--- config.mk ---
export PLATFORM = sky130hd
export DESIGN_NAME = mem_loader_ctrl
export DESIGN_NICKNAME = d
export VERILOG_FILES = /design/src/rtl/mem_loader_ctrl_pkg.sv /design/src/rtl/mem_loader_ctrl_word_pack.sv /design/src/rtl/mem_loader_ctrl.sv
export SDC_FILE = /design/constraint.sdc
export NUM_CORES = 1
export LEC_CHECK = 0
export ABC_AREA = 1
export CAP_MARGIN = 40
export CELL_PAD_IN_SITES_DETAIL_PLACEMENT = 1
export CELL_PAD_IN_SITES_GLOBAL_PLACEMENT = 1
export CORE_ASPECT_RATIO = 0.9
export CORE_MARGIN = 4
export CORE_UTILIZATION = 42
export CTS_CLUSTER_DIAMETER = 30
export DETAILED_ROUTE_END_ITERATION = 12
export GPL_TIMING_DRIVEN = 0
export PLACE_DENSITY_LB_ADDON = 0.1
export SETUP_SLACK_MARGIN = 0.5
export SYNTH_ARGS = -nofsm -noshare
export SYNTH_HDL_FRONTEND = slang
export SYNTH_SLANG_ARGS = --single-unit
--- constraint.sdc ---
create_clock -name clk -period 3.8 [get_ports clk]
set_input_delay 0.57 -clock clk [delete_from_list [all_inputs] [get_ports clk]]
set_output_delay 0.57 -clock clk [all_outputs]
set_load 0.005 [all_outputs]
--- src/rtl/mem_loader_ctrl_pkg.sv ---
// ============================================================================
//  Module   : mem_loader_ctrl_pkg
//  Brief    : Shared states, status flags and sizes for the memory loader.
//  Revision : 1.0
// ============================================================================
`default_nettype none

package mem_loader_ctrl_pkg;

  localparam int COUNT_BYTES = 2;
  localparam int WORD_BYTES  = 4;

  typedef enum logic [2:0] {
    IDLE  = 3'd0,
    COUNT = 3'd1,
    DATA  = 3'd2,
    WRITE = 3'd3,
    RUN   = 3'd4,
    ERR   = 3'd5
  } ldrState_t;

  typedef struct packed {
    logic cpuReset;
    logic rxReady;
    logic busy;
    logic done;
    logic error;
  } ldrFlags_t;

  // Status outputs are a pure function of the state being entered.
  function automatic ldrFlags_t stateFlags(input ldrState_t s);
    ldrFlags_t f;
    f.cpuReset = (s != RUN);
    f.rxReady  = (s == COUNT) || (s == DATA);
    f.busy     = (s == COUNT) || (s == DATA) || (s == WRITE);
    f.done     = (s == RUN);
    f.error    = (s == ERR);
    return f;
  endfunction

endpackage

`default_nettype wire

--- src/rtl/mem_loader_ctrl_word_pack.sv ---
// ============================================================================
//  Module   : ldr_word_pack
//  Brief    : Packs little-endian bytes into a word and flags the last byte.
//  Revision : 1.0
// ============================================================================
`default_nettype none

module ldr_word_pack
  import mem_loader_ctrl_pkg::*;
(
  input  logic        clk,
  input  logic        reset,
  input  logic        clear,
  input  logic        byteEn,
  input  logic [7:0]  byteIn,
  output logic [31:0] word,
  output logic        wordDone
);

  localparam int IW = $clog2(WORD_BYTES);
  localparam logic [IW-1:0] c_lastIdx = IW'(WORD_BYTES - 1);

  logic [IW-1:0] r_idx;
  logic [31:0]   r_word;

  always_ff @(posedge clk) begin
    if (reset || clear) begin
      r_idx  <= '0;
      r_word <= '0;
    end else if (byteEn) begin
      r_word[8*r_idx +: 8] <= byteIn;
      r_idx                <= (r_idx == c_lastIdx) ? '0 : r_idx + 1'b1;
    end
  end

  // Word including the byte being accepted this cycle, so the top can latch it
  // on the same edge that completes the word.
  always_comb begin
    word                = r_word;
    word[8*r_idx +: 8]  = byteIn;
  end

  assign wordDone = byteEn && (r_idx == c_lastIdx);

endmodule

`default_nettype wire

--- src/rtl/mem_loader_ctrl.sv ---
// ============================================================================
//  Module   : mem_loader_ctrl
//  Brief    : Byte-stream program loader: holds the CPU in reset and writes words.
//  Revision : 1.0
// ============================================================================
`default_nettype none

module mem_loader_ctrl
  import mem_loader_ctrl_pkg::*;
#(
  parameter logic [31:0] BASE_ADR  = 32'h0000_0000,
  parameter int          MAX_WORDS = 64
) (
  input  logic        clk,
  input  logic        reset,
  input  logic        load_req,
  input  logic        rx_valid,
  input  logic [7:0]  rx_data,
  output logic        rx_ready,
  output logic        cpu_reset,
  output logic        Ext_MemWrite,
  output logic [31:0] Ext_WriteData,
  output logic [31:0] Ext_DataAdr,
  output logic        busy,
  output logic        done,
  output logic        error
);

  localparam logic [16:0] c_maxWords = 17'(MAX_WORDS);

  ldrState_t   r_state;
  ldrFlags_t   r_flags;
  logic        r_memWrite;
  logic [31:0] r_writeData;
  logic [31:0] r_dataAdr;
  logic [15:0] r_count;
  logic [15:0] r_index;
  logic        r_cntByte;

  logic        w_accept;
  logic        w_cntIsLast;
  logic [15:0] w_fullCount;
  logic [31:0] w_word;
  logic        w_wordDone;

  assign w_accept    = rx_valid && r_flags.rxReady;
  assign w_cntIsLast = (r_cntByte == 1'(COUNT_BYTES - 1));
  assign w_fullCount = {rx_data, r_count[7:0]};

  ldr_word_pack u_pack (
    .clk      (clk),
    .reset    (reset),
    .clear    (r_state == COUNT),
    .byteEn   ((r_state == DATA) && w_accept),
    .byteIn   (rx_data),
    .word     (w_word),
    .wordDone (w_wordDone)
  );

  always_ff @(posedge clk) begin
    if (reset) begin
      r_state     <= IDLE;
      r_flags     <= stateFlags(IDLE);
      r_memWrite  <= 1'b0;
      r_writeData <= '0;
      r_dataAdr   <= BASE_ADR;
      r_count     <= '0;
      r_index     <= '0;
      r_cntByte   <= 1'b0;
    end else begin
      r_memWrite <= 1'b0;
      case (r_state)
        IDLE, RUN, ERR: begin
          if (load_req) begin
            r_state   <= COUNT;
            r_flags   <= stateFlags(COUNT);
            r_count   <= '0;
            r_index   <= '0;
            r_cntByte <= 1'b0;
          end
        end
        COUNT: begin
          if (w_accept) begin
            if (!w_cntIsLast) begin
              r_count[7:0] <= rx_data;
              r_cntByte    <= r_cntByte + 1'b1;
            end else begin
              r_count   <= w_fullCount;
              r_cntByte <= 1'b0;
              r_index   <= '0;
              if (w_fullCount == 16'd0) begin
                r_state <= RUN;
                r_flags <= stateFlags(RUN);
              end else if ({1'b0, w_fullCount} > c_maxWords) begin
                r_state <= ERR;
                r_flags <= stateFlags(ERR);
              end else begin
                r_state <= DATA;
                r_flags <= stateFlags(DATA);
              end
            end
          end
        end
        DATA: begin
          if (w_wordDone) begin
            r_writeData <= w_word;
            r_dataAdr   <= BASE_ADR + {14'd0, r_index, 2'b00};
            r_memWrite  <= 1'b1;
            r_state     <= WRITE;
            r_flags     <= stateFlags(WRITE);
          end
        end
        WRITE: begin
          if (r_index + 16'd1 == r_count) begin
            r_state <= RUN;
            r_flags <= stateFlags(RUN);
          end else begin
            r_index <= r_index + 16'd1;
            r_state <= DATA;
            r_flags <= stateFlags(DATA);
          end
        end
        default: begin
          r_state <= IDLE;
          r_flags <= stateFlags(IDLE);
        end
      endcase
    end
  end

  assign rx_ready      = r_flags.rxReady;
  assign cpu_reset     = r_flags.cpuReset;
  assign busy          = r_flags.busy;
  assign done          = r_flags.done;
  assign error         = r_flags.error;
  assign Ext_MemWrite  = r_memWrite;
  assign Ext_WriteData = r_writeData;
  assign Ext_DataAdr   = r_dataAdr;

endmodule

`default_nettype wire

==> results.py, run 1 <==
metrics = {
    "clock_network": {
        "numCtsBuffers": 17,
        "cts_tree": "yes",
        "cts.repair.resized": 0,
        "postCtsSetupRepairBufs": 0,
        "cts_max_level": 4,
        "clock_latency_ns": 0.43,
        "path_clk_slew_ns": 0.06,
        "cts_buffer_depth": 2,
        "cts_sinks": 124,
        "ctsRootBufferMaster": "clkbuf_16",
        "holdBufCountCts": 0,
    },
    "floorplan": {
        "die_h_um": 119,
        "dieArea_sq_mm": 0.0158,
        "die_w_um": 132,
        "io_pins": 82,
        "rows": 40,
        "start_util_pct": 43.2,
        "core_area_sq_mm": 0.0134,
    },
    "route": {
        "totalWireLength_um": 20600,
        "vias_per_cell": 5.65,
        "drt_iter0_drc": 468,
        "num_vias": 6164,
        "drc_errors": 0,
        "wire_per_inst_um": 18.9,
        "dr.pass1.iters": 5,
        "detail-route-antenna-nets": 0,
    },
    "timing": {
        "max_slew_margin_pct": 44.3,
        "holdWs_ns": 0.473,
        "rsz0062_at_grt": "no",
        "fmax_ghz": 0.345,
        "finalSetupTns_ns": 0,
        "tightestPinTransition_ns": 0.829,
        "clock_skew_ns": 0.0101,
        "fin_crit_ns": 2.90,
        "hold_viol": 0,
        "finalSetupViolCount": 0,
        "finalCritPeriodShare_pct": 76.2,
        "drv_slew": 0,
    },
    "synthesis": {
        "synth_area_leaders": "dfxtp_1, nand2_1, o21ai_0",
        "yosysTopAreaCellShare_pct": 42.8,
        "ys_ff_latch": 124,
        "yosysSeqAreaShare_pct": 42.8,
        "synthesis.area_sq_mm": 0.00580,
        "ys_warn_count": 0,
        "yosysUniqueCellTypes": 35,
        "yosysTopAreaCell": "dfxtp_1",
        "syn_area_per_cell_sq_um": 7.14,
        "synthCells": 812,
    },
    "critical_path": {
        "cp.required_ns": 4.08,
        "cp_max_fo": 7,
        "slowest_stage": "dfxtp_1",
        "crit_buf_inv": 0,
        "startpoint_type": "flip-flop",
        "crit_arrival_ns": 3.17,
        "crit_type": "reg2reg",
        "path_cells": "ha_1, nand3_2, nor2_1, nand3_1, nand2_1, nand3_1, nand2_1, nand2_1, nor2_1, nand3_1, nand2_1, nand2_1, nand2_1, a21oi_1",
        "critical-path-max-stage-delay_ns": 0.44,
        "end_kind": "flip-flop",
        "critPathTopFamily": "simple AND/OR/NAND/NOR gates",
        "cp_common_cell": "nand2_1",
    },
    "power_and_ir_drop": {
        "p_clk_share_pct": 37.7,
        "power.switching_uw": 1540,
        "intPower_uw": 2860,
        "cellLeakagePower_uw": 0.00296,
        "powerDensity_mw_per_mm2": 602,
        "switching_share_pct": 35.0,
        "p_seq_share_pct": 36.2,
        "p_comb_share_pct": 26.1,
        "ir_worst_vdd_v": 0.000402,
    },
    "global_route": {
        "grt_pass1_vias": 6291,
        "grt_pass1_wl_um": 33200,
        "grt_use_total_pct": 26.7,
        "grt_overflow": 0,
        "grt_max_degree": 17,
        "grt_antenna_before_repair": 0,
    },
    "finish": {
        "syn2layout_area_growth_pct": 25.9,
        "num-nets-final": 929,
        "diodes": 0,
        "drive_gt1_share_pct": 7.91,
    },
    "placement": {
        "routabilityCongestion": 0.904,
        "dp_hpwl_um": 15100,
        "port_buffers": 64,
    },
    "hold_path": {
        "hold_path_class": "reg2reg",
    },
    "run_status": {
        "status": "finished, final reports clean",
    },
    "flow_run": {
        "drv_cap": 0,
    },
}
## routing by layer
layer	GRT usage, %	share of wire [%]	routed length [um]
met5	0	0	0
met2	42.2	45	9280
met3	5.91	6.3	1310
met1	36.0	47	9650
met4	9.32	2.0	414
## synth_stat cells
master,n
o32ai_1,1
nand2_2,4
nand2_4,1
nand3_2,2
nor2_8,1
nor3_4,1
nor4_1,1
clkinv_2,1
nand3_1,82
nor2_2,5
inv_1,82
a21boi_0,1
o22ai_1,8
clkinv_1,3
or3_1,1
o21bai_2,1
buf_1,4
a22oi_1,24
a211oi_1,3
nand4_2,1
nand3b_1,1
a21oi_1,74
nor3_1,12
buf_2,4
a21oi_2,1
ha_1,7
inv_2,5
nand2_1,141
buf_4,17
dfxtp_1,124
conb_1,1
clkbuf_1,27
o21ai_0,94
nand4_1,17
nor2_1,60
## worst min-delay path, stage by stage, from the launching register on
cell     delay (ns)
dfxtp_1        0.31
nand2_1        0.06
a21oi_1        0.06
## logic make-up (layout without fill, tap and decap cells)
logic type | after synthesis | in the layout | share of synthesized area (%)
DFF | 124 | 124 | 42.8
adders and majority gates | 7 | 7 | 1.51
other | 1 | 16 | 0.0647
and+or+nand+nor | 330 | 330 | 25.7
buffers and inverters | 143 | 239 | 10.5
AOI/OAI and AO/OA | 207 | 207 | 19.5
## cells in the final DEF (no fill, tap or decap), drive strengths merged
cell / instances
a21boi: 1
nand3: 84
inv: 87
conb: 16
a21oi: 75
clkdlybuf4s50: 64
nor3: 13
o32ai: 1
nor4: 1
nand4: 18
bufinv: 3
o22ai: 8
buf: 25
nand2: 146
nand3b: 1
ha: 7
nor2: 66
a22oi: 24
clkinvlp: 1
o21ai: 94
clkbuf: 48
or3: 1
a211oi: 3
o21bai: 1
dfxtp: 124
clkinv: 11
## power groups by stage
stage                     Combinational, uW  Clock (uW)  Sequential [uW]
after CTS                              1130        1660             1590
after global routing                   1270        1730             1620
after detailed placement               1110           0             1610
after global placement                 1060           0             1600
final                                  1150        1660             1590
after floorplan                         767           0             1570
## state kept, by name, indices dropped and copies added, names as in the netlist, 2 cells and up
| register | flops |
|---|---|
| Ext_DataAdr | 16 |
| u_pack.r_idx | 2 |
| r_index | 16 |
| r_count | 16 |
| r_state | 3 |
| u_pack.r_word | 32 |
| Ext_WriteData | 32 |
## through the flow
step / power [uW] / instance area, sq um / utilization [%] / worst slack (ns) / cells
global route: 4620 / 7300 / 54.4 / 0.728 / 1091
floorplan: 2340 / 5850 / - / 1.83 / 827
CTS: 4390 / 7300 / 54.4 / 0.967 / 1091
finish: 4390 / 7300 / 54.4 / 0.903 / 1091
detailed placement: 2720 / 6710 / 50.0 / 1.03 / 1059
global placement: 2660 / 6710 / 50.0 / 1.09 / 1059
## final timing paths
path                                  from  endpoint  slack [ns]  cells past startpoint
worst max-delay path            r_index[0]  rx_ready        0.90                     14
worst min-delay path                 error     error        0.47                      2
worst max register to register  r_index[0]  rx_ready        0.90                     14
worst min register to register       error     error        0.47                      2
## cell type report
class / count / area (sq um)
clock buffers: 21 / 450
multi-input cells: 560 / 2770
fillers: 1723 / 6110
well taps: 168 / 210
flip-flops and latches: 124 / 2480
plain buffers: 52 / 264
clock inverters: 11 / 144
inverters: 91 / 343
repair buffers: 64 / 641
Note: power is estimated with default switching activity, not from simulation.
==> inputs of run 2 (changes only) <==
- CORE_UTILIZATION: 42 -> 36
- clock period: 3.8 -> 2.6 ns (I/O delays scaled with it)
==> results.py, run 2 (synthesis results as in run 1) <==
metrics = {
    "run_status": {
        "status": "finished, final reports clean",
    },
    "timing": {
        "drv_slew": 0,
        "hold_viol": 0,
        "finalCritPeriodShare_pct": 88.8,
        "rsz0062_at_grt": "yes",
        "fin_crit_ns": 2.31,
        "clock_skew_ns": 0.00543,
        "finalSetupViolCount": 0,
        "tightestPinTransition_ns": 0.784,
        "fmax_ghz": 0.433,
        "max_slew_margin_pct": 47.8,
        "finalSetupTns_ns": 0,
    },
    "route": {
        "drc_errors": 0,
        "dr.pass1.iters": 5,
        "num_vias": 6185,
        "totalWireLength_um": 21400,
        "detail-route-antenna-nets": 0,
        "vias_per_cell": 5.40,
        "drt_iter0_drc": 433,
        "wire_per_inst_um": 18.7,
    },
    "global_route": {
        "grt_pass1_wl_um": 33800,
        "met3_usage_pct": 4.53,
        "grt_antenna_before_repair": 0,
        "use_met1_pct": 33.1,
        "grt_overflow": 0,
        "top_usage_layer": "met2",
        "grt_pass1_vias": 6247,
        "grt_use_total_pct": 23.5,
        "use_met2_pct": 37.5,
        "grt_max_degree": 17,
    },
    "power_and_ir_drop": {
        "p_clk_share_pct": 36.4,
        "p_comb_share_pct": 29.3,
        "cellLeakagePower_uw": 0.00313,
        "p_total_uw": 6840,
        "powerDensity_mw_per_mm2": 871,
        "switching_share_pct": 36.3,
        "ir_worst_vdd_v": 0.000531,
        "intPower_uw": 4350,
        "power.switching_uw": 2480,
        "p_seq_share_pct": 34.3,
    },
    "finish": {
        "n_fill_cell": 1932,
        "final_cell_mix": "nand2_1, dfxtp_1, o21ai_0",
        "final_common_cell": "nand2_1",
        "final_area_sq_mm": 0.00785,
        "syn2layout_area_growth_pct": 35.5,
        "num-nets-final": 950,
        "drive_gt1_share_pct": 17.2,
        "fin_util_pct": 50.3,
        "diodes": 0,
        "finalNonFillerCells": 1146,
    },
    "critical_path": {
        "r2r_start": "r_index[0]",
        "crit_type": "reg2reg",
        "cp_max_fo": 8,
        "r2r_end": "r_index[6]",
        "startpoint_type": "flip-flop",
        "crit_arrival_ns": 2.65,
        "cp.required_ns": 2.94,
        "r2r.worst_path.cells": 15,
        "end_kind": "flip-flop",
        "rrSetupSlack_ns": 0.29,
    },
    "floorplan": {
        "dieArea_sq_mm": 0.0182,
        "io_pins": 82,
        "core_area_sq_mm": 0.0156,
        "start_util_pct": 37.2,
        "die_w_um": 142,
        "rows": 43,
        "die_h_um": 128,
    },
    "hold_path": {
        "hold-path-cell-count": 2,
        "min_to": "r_cntByte",
        "hold_path_class": "reg2reg",
        "min_from": "r_cntByte",
    },
    "clock_network": {
        "numCtsBuffers": 17,
        "cts_buffer_depth": 2,
        "clock_latency_ns": 0.42,
        "cts_max_level": 4,
        "holdBufCountCts": 0,
        "cts_tree": "yes",
        "path_clk_slew_ns": 0.06,
        "cts_sinks": 124,
        "ctsRootBufferMaster": "clkbuf_16",
    },
    "placement": {
        "port_buffers": 64,
        "routabilityCongestion": 0.867,
        "placed_area_sq_mm": 0.00675,
        "dp_hpwl_um": 15400,
        "post-place-cells": 1093,
    },
    "flow_run": {
        "drv_cap": 0,
    },
}
## run 2: cell count changes in the layout (fill, tap and decap cells not counted), moves of 7 or more
cell	delta
buf_4	+18
clkbuf_1	-15
nand2_1	-15
nand2_2	+13
nor2_1	-12
nor2_4	+10
clkbuf_2	+9
dfxtp_1	-7
## run 2: power groups by stage
stage          sequential [uW]  combinational, uW  clock (uW)
2_1_floorplan             2290               1120           0
3_3_place_gp              2350               1560           0
3_5_place_dp              2360               1610           0
4_1_cts                   2340               1870        2530
5_1_grt                   2370               2220        2630
6_report                  2340               2000        2490
## run 2: layer usage
| layer | part of all wire, % | up-vias |
|---|---|---|
| li1 | - | 2939 |
| met1 | 49 | 3089 |
| met2 | 46 | 142 |
| met3 | 4.6 | 15 |
| met4 | 0.79 | 0 |
| met5 | 0 | - |
## run 2: final cells by class
type / instances / area (sq um) / area share, %
inverter: 91 / 364 / 4.64
multi-input combinational: 560 / 3010 / 38.4
clock buffer: 17 / 425 / 5.42
sequential: 124 / 2500 / 31.8
buffer: 52 / 290 / 3.70
timing repair buffer: 85 / 818 / 10.4
tap: 202 / 253 / 3.22
clock inverter: 15 / 190 / 2.42
## run 2: how the worst max path moves through the flow
| stage | startpoint | endpoint | slack (ns) | cells after the start |
|---|---|---|---|---|
| 5_1_grt | r_index[0] | r_index[0] | 0.18 | 15 |
| 3_3_place_gp | r_index[0] | r_index[15] | -0.006 | 16 |
| 4_1_cts | r_index[0] | r_index[2] | 0.36 | 15 |
| 3_5_place_dp | r_index[0] | r_index[15] | -0.12 | 14 |
| 6_report | r_index[0] | r_index[6] | 0.29 | 15 |
| 2_1_floorplan | r_index[0] | r_index[0] | 0.63 | 14 |
## run 2: what timing repair did
item,in CTS,in global routing
setup endpoints to repair,95,107
pin swaps,16,11
gates cloned,0,0
setup buffers,14,7
resized for setup,61,48
endpoints found under the hold margin,0,0
## run 2: metrics by stage
step / hold slack (ns) / setup slack [ns]
after CTS: 0.464 / 0.359
after global routing: 0.491 / 0.183
after global placement: 0.446 / -0.00568
after detailed placement: 0.450 / -0.115
after floorplan: 0.432 / 0.626
final: 0.464 / 0.290
## run 2: critical path, cell delays in order, from the launching register on
cell	delay, ns
dfxtp_4	0.36
ha_4	0.17
nand3_4	0.12
clkinvlp_4	0.24
nand3_2	0.14
nand2_2	0.08
nand2_1	0.06
nand2_1	0.04
nor2_1	0.10
nand2_1	0.10
nor2_4	0.17
nand4_4	0.15
nand2_4	0.18
buf_6	0.14
nand2_1	0.05
a21oi_1	0.12
==> edit (flow settings as in run 1) <==
Put a register stage on the output `error`, without a reset. The value now appears one clock later. The other outputs are not delayed to match.
--- a/src/rtl/mem_loader_ctrl.sv
+++ b/src/rtl/mem_loader_ctrl.sv
@@ -28,4 +28,6 @@
 
   localparam logic [16:0] c_maxWords = 17'(MAX_WORDS);
+
+  logic error_d;
 
   ldrState_t   r_state;
@@ -133,8 +135,12 @@
   assign busy          = r_flags.busy;
   assign done          = r_flags.done;
-  assign error         = r_flags.error;
+  assign error_d       = r_flags.error;
   assign Ext_MemWrite  = r_memWrite;
   assign Ext_WriteData = r_writeData;
   assign Ext_DataAdr   = r_dataAdr;
+
+  always_ff @(posedge clk) begin
+    error <= error_d;
+  end
 
 endmodule
Behaviour: not the same (a bounded check fails within 4 cycles, from zero or initial values and one cycle with reset high).
==> edit against run 1 <==
  * Sequential cell count increased by 1
  * Worst setup slack gained 0.042 ns
  * Via count is 2.1% lower
  * Count of clock-buffer cells in the layout fell by 3
  * Total power increased by 3.3%
  * Utilization rose by 0.33 points
  * Critical path type unchanged
  * Routed wire length is 0.94% lower
  * Critical endpoint is now r_index[9]
  * Sequential share of layout area fell by 0.057 points
  * Cell area rose by 0.98%
  * Non-clock buffer count unchanged
  * Synthesized area is 0.35% higher
  * Largest power group unchanged
==> edit: results (changes against run 1) <==
stage;metric;value;unit;change
placement;final RePlAce weighted congestion;0.907;;+0.33%
cts;Setup Fix Bufs, Post-CTS;0;;unchanged
detailed_routing;Vias/cell;5.52;;-2.2%
cts;cts bufs inserted;17;;unchanged
synth;Synth Area in Compound Gates;19.4;%;-0.067 points
synth;Async S/R FF share, synth;0;%;unchanged
sta;Worst slew margin;45.4;%;+1.1 points
cts;clock root cell;clkbuf_16;;
synth;post-synth cell types;35;;unchanged
cts;Clock Latency Late Sink;0.43;ns;about the same
synth;Syn. warnings;0;;unchanged
synth;synth cell count leaders;nand2_1 (141), dfxtp_1 (125), o21ai_0 (94), inv_1 (82), nand3_1 (82);;
placement;PortBufs;64;;unchanged
placement;Final HPWL DP;15000;um;-0.35%
power_and_ir_drop;VDD IR max;0.000455;V;+13%
placement;placed cell area;0.00673;sq mm;+0.30%
cts;PostCTS Resize Cnt;0;;unchanged
grt;largest net degree at the start of global routing;17;;unchanged
synth;ys flop type;dfxtp_1;;
finish;share of layout cells above drive strength 1;8.12;%;+0.21 points
grt;met1 usage;36.3;%;+0.22 points
detailed_routing;Detail Route met2 WL;9270;um;-0.14%
synth;XOR/XNOR Fraction of Synth Area;0;%;unchanged
detailed_routing;router iterations before antenna repair;5;;unchanged
detailed_routing;met3 routed WL;1140;um;-13%
grt;GRT met2 Usage;41.0;%;-1.2 points
sta;Worst Skew;0.0103;ns;+0.000281 ns
grt;met3 usage;5.70;%;-0.21 points
critical_path;WP data arrival;3.17;ns;about the same
synth;synth top area cells;dfxtp_1 (43%), nand2_1 (9.1%), o21ai_0 (8.1%), nand3_1 (7.1%), a21oi_1 (6.4%);;
finish;Antenna Cells;0;;unchanged
grt;antenna violations before repair;0;;unchanged
detailed_routing;Post-Route M1 WL;9710;um;+0.72%
grt;All-Layer GR Usage;26.2;%;-0.47 points
finish;Nets;930;;+0.11%
cts;htree depth;4;;unchanged
status;status;completed;;
power_and_ir_drop;Switching Share;34.2;%;-0.84 points
synth;mux share of post-synthesis cell area;0;%;unchanged
cts;worst-case clock buffer depth;2;;unchanged
detailed_routing;Vias;6033;;-2.1%
grt;first-pass GRT wire length;33000;um;-0.69%
synth;Synth Area in Adders;1.51;%;-0.0052 points
worst_hold_path;worst min path class;reg2reg;;
detailed_routing;Routed Wire Length;20500;um;-0.94%
detailed_routing;first-iteration detailed-routing DRC count;484;;+3.4%
cts;clock-pin slew on the worst setup and hold paths;0.06;ns;about the same
synth;sequential area share after synthesis;43.0;%;+0.20 points
critical_path;crit-path max FO;9;;+2
power_and_ir_drop;Leakage;2.98;nW;+0.69%
detailed_routing;Top Layer Used;met4;;
synth;Avg Inst Size Synth;7.16;sq um;+0.22%
grt;vias in the first global route;6265;;-0.41%
[edit: cell types whose count changed after synthesis]
cell,run 1,this run
dfxtp_1,124,125
[edit: kinds of logic (layout without fill, tap and decap cells)]
kind of cell    count (synthesis)  after routing
other cells                     1             16
fa+ha+maj                       7              7
compound gates                207            207
flops                         125            125
buf+inv                       143            239
simple gates                  330            330
[edit: final cells by class]
type                    count  area, sq um
flip-flops and latches    125         2500
fillers                  1708         6090
multi-input cells         560         2770
repair buffers             64          641
inverters                  91          343
well taps                 168          210
plain buffers              52          264
clock buffers              18          429
clock inverters            14          216
[edit: power by group through the flow]
stage | logic (mW) | clock network (mW) | registers [mW]
floorplan | 0.767 | 0 | 1.58
global placement | 1.06 | 0 | 1.62
detailed placement | 1.10 | 0 | 1.62
CTS | 1.12 | 1.81 | 1.60
global route | 1.28 | 1.87 | 1.63
finish | 1.14 | 1.80 | 1.60
[edit: path summary, 6_finish.rpt]
kind | start | end | slack (ns) | cells after the start
worst max-delay path | r_index[0] | r_index[9] | 0.95 | 14
worst min register to register | error_d | error | 0.35 | 0
worst max register to register | r_index[0] | r_index[9] | 0.95 | 14
worst min-delay path | error_d | error | 0.35 | 0
[edit: through the flow]
stage | total power, mW | setup slack, ns
final | 4.54 | 0.945
after global routing | 4.77 | 0.716
after CTS | 4.53 | 1.02
after detailed placement | 2.73 | 1.06
after global placement | 2.67 | 1.11
after floorplan | 2.35 | 1.83
[edit: worst max-delay path, cell delays in order (launching register included)]
cell	delay [ns]
dfxtp_1	0.44
ha_1	0.26
nand3_2	0.15
nor2_1	0.30
nand3_1	0.18
nand2_1	0.13
nand3_1	0.08
nand2_1	0.07
nand2_1	0.05
nor2_1	0.21
nand4_2	0.20
nand2_2	0.28
inv_2	0.17
nor2_1	0.14
nor2_1	0.06
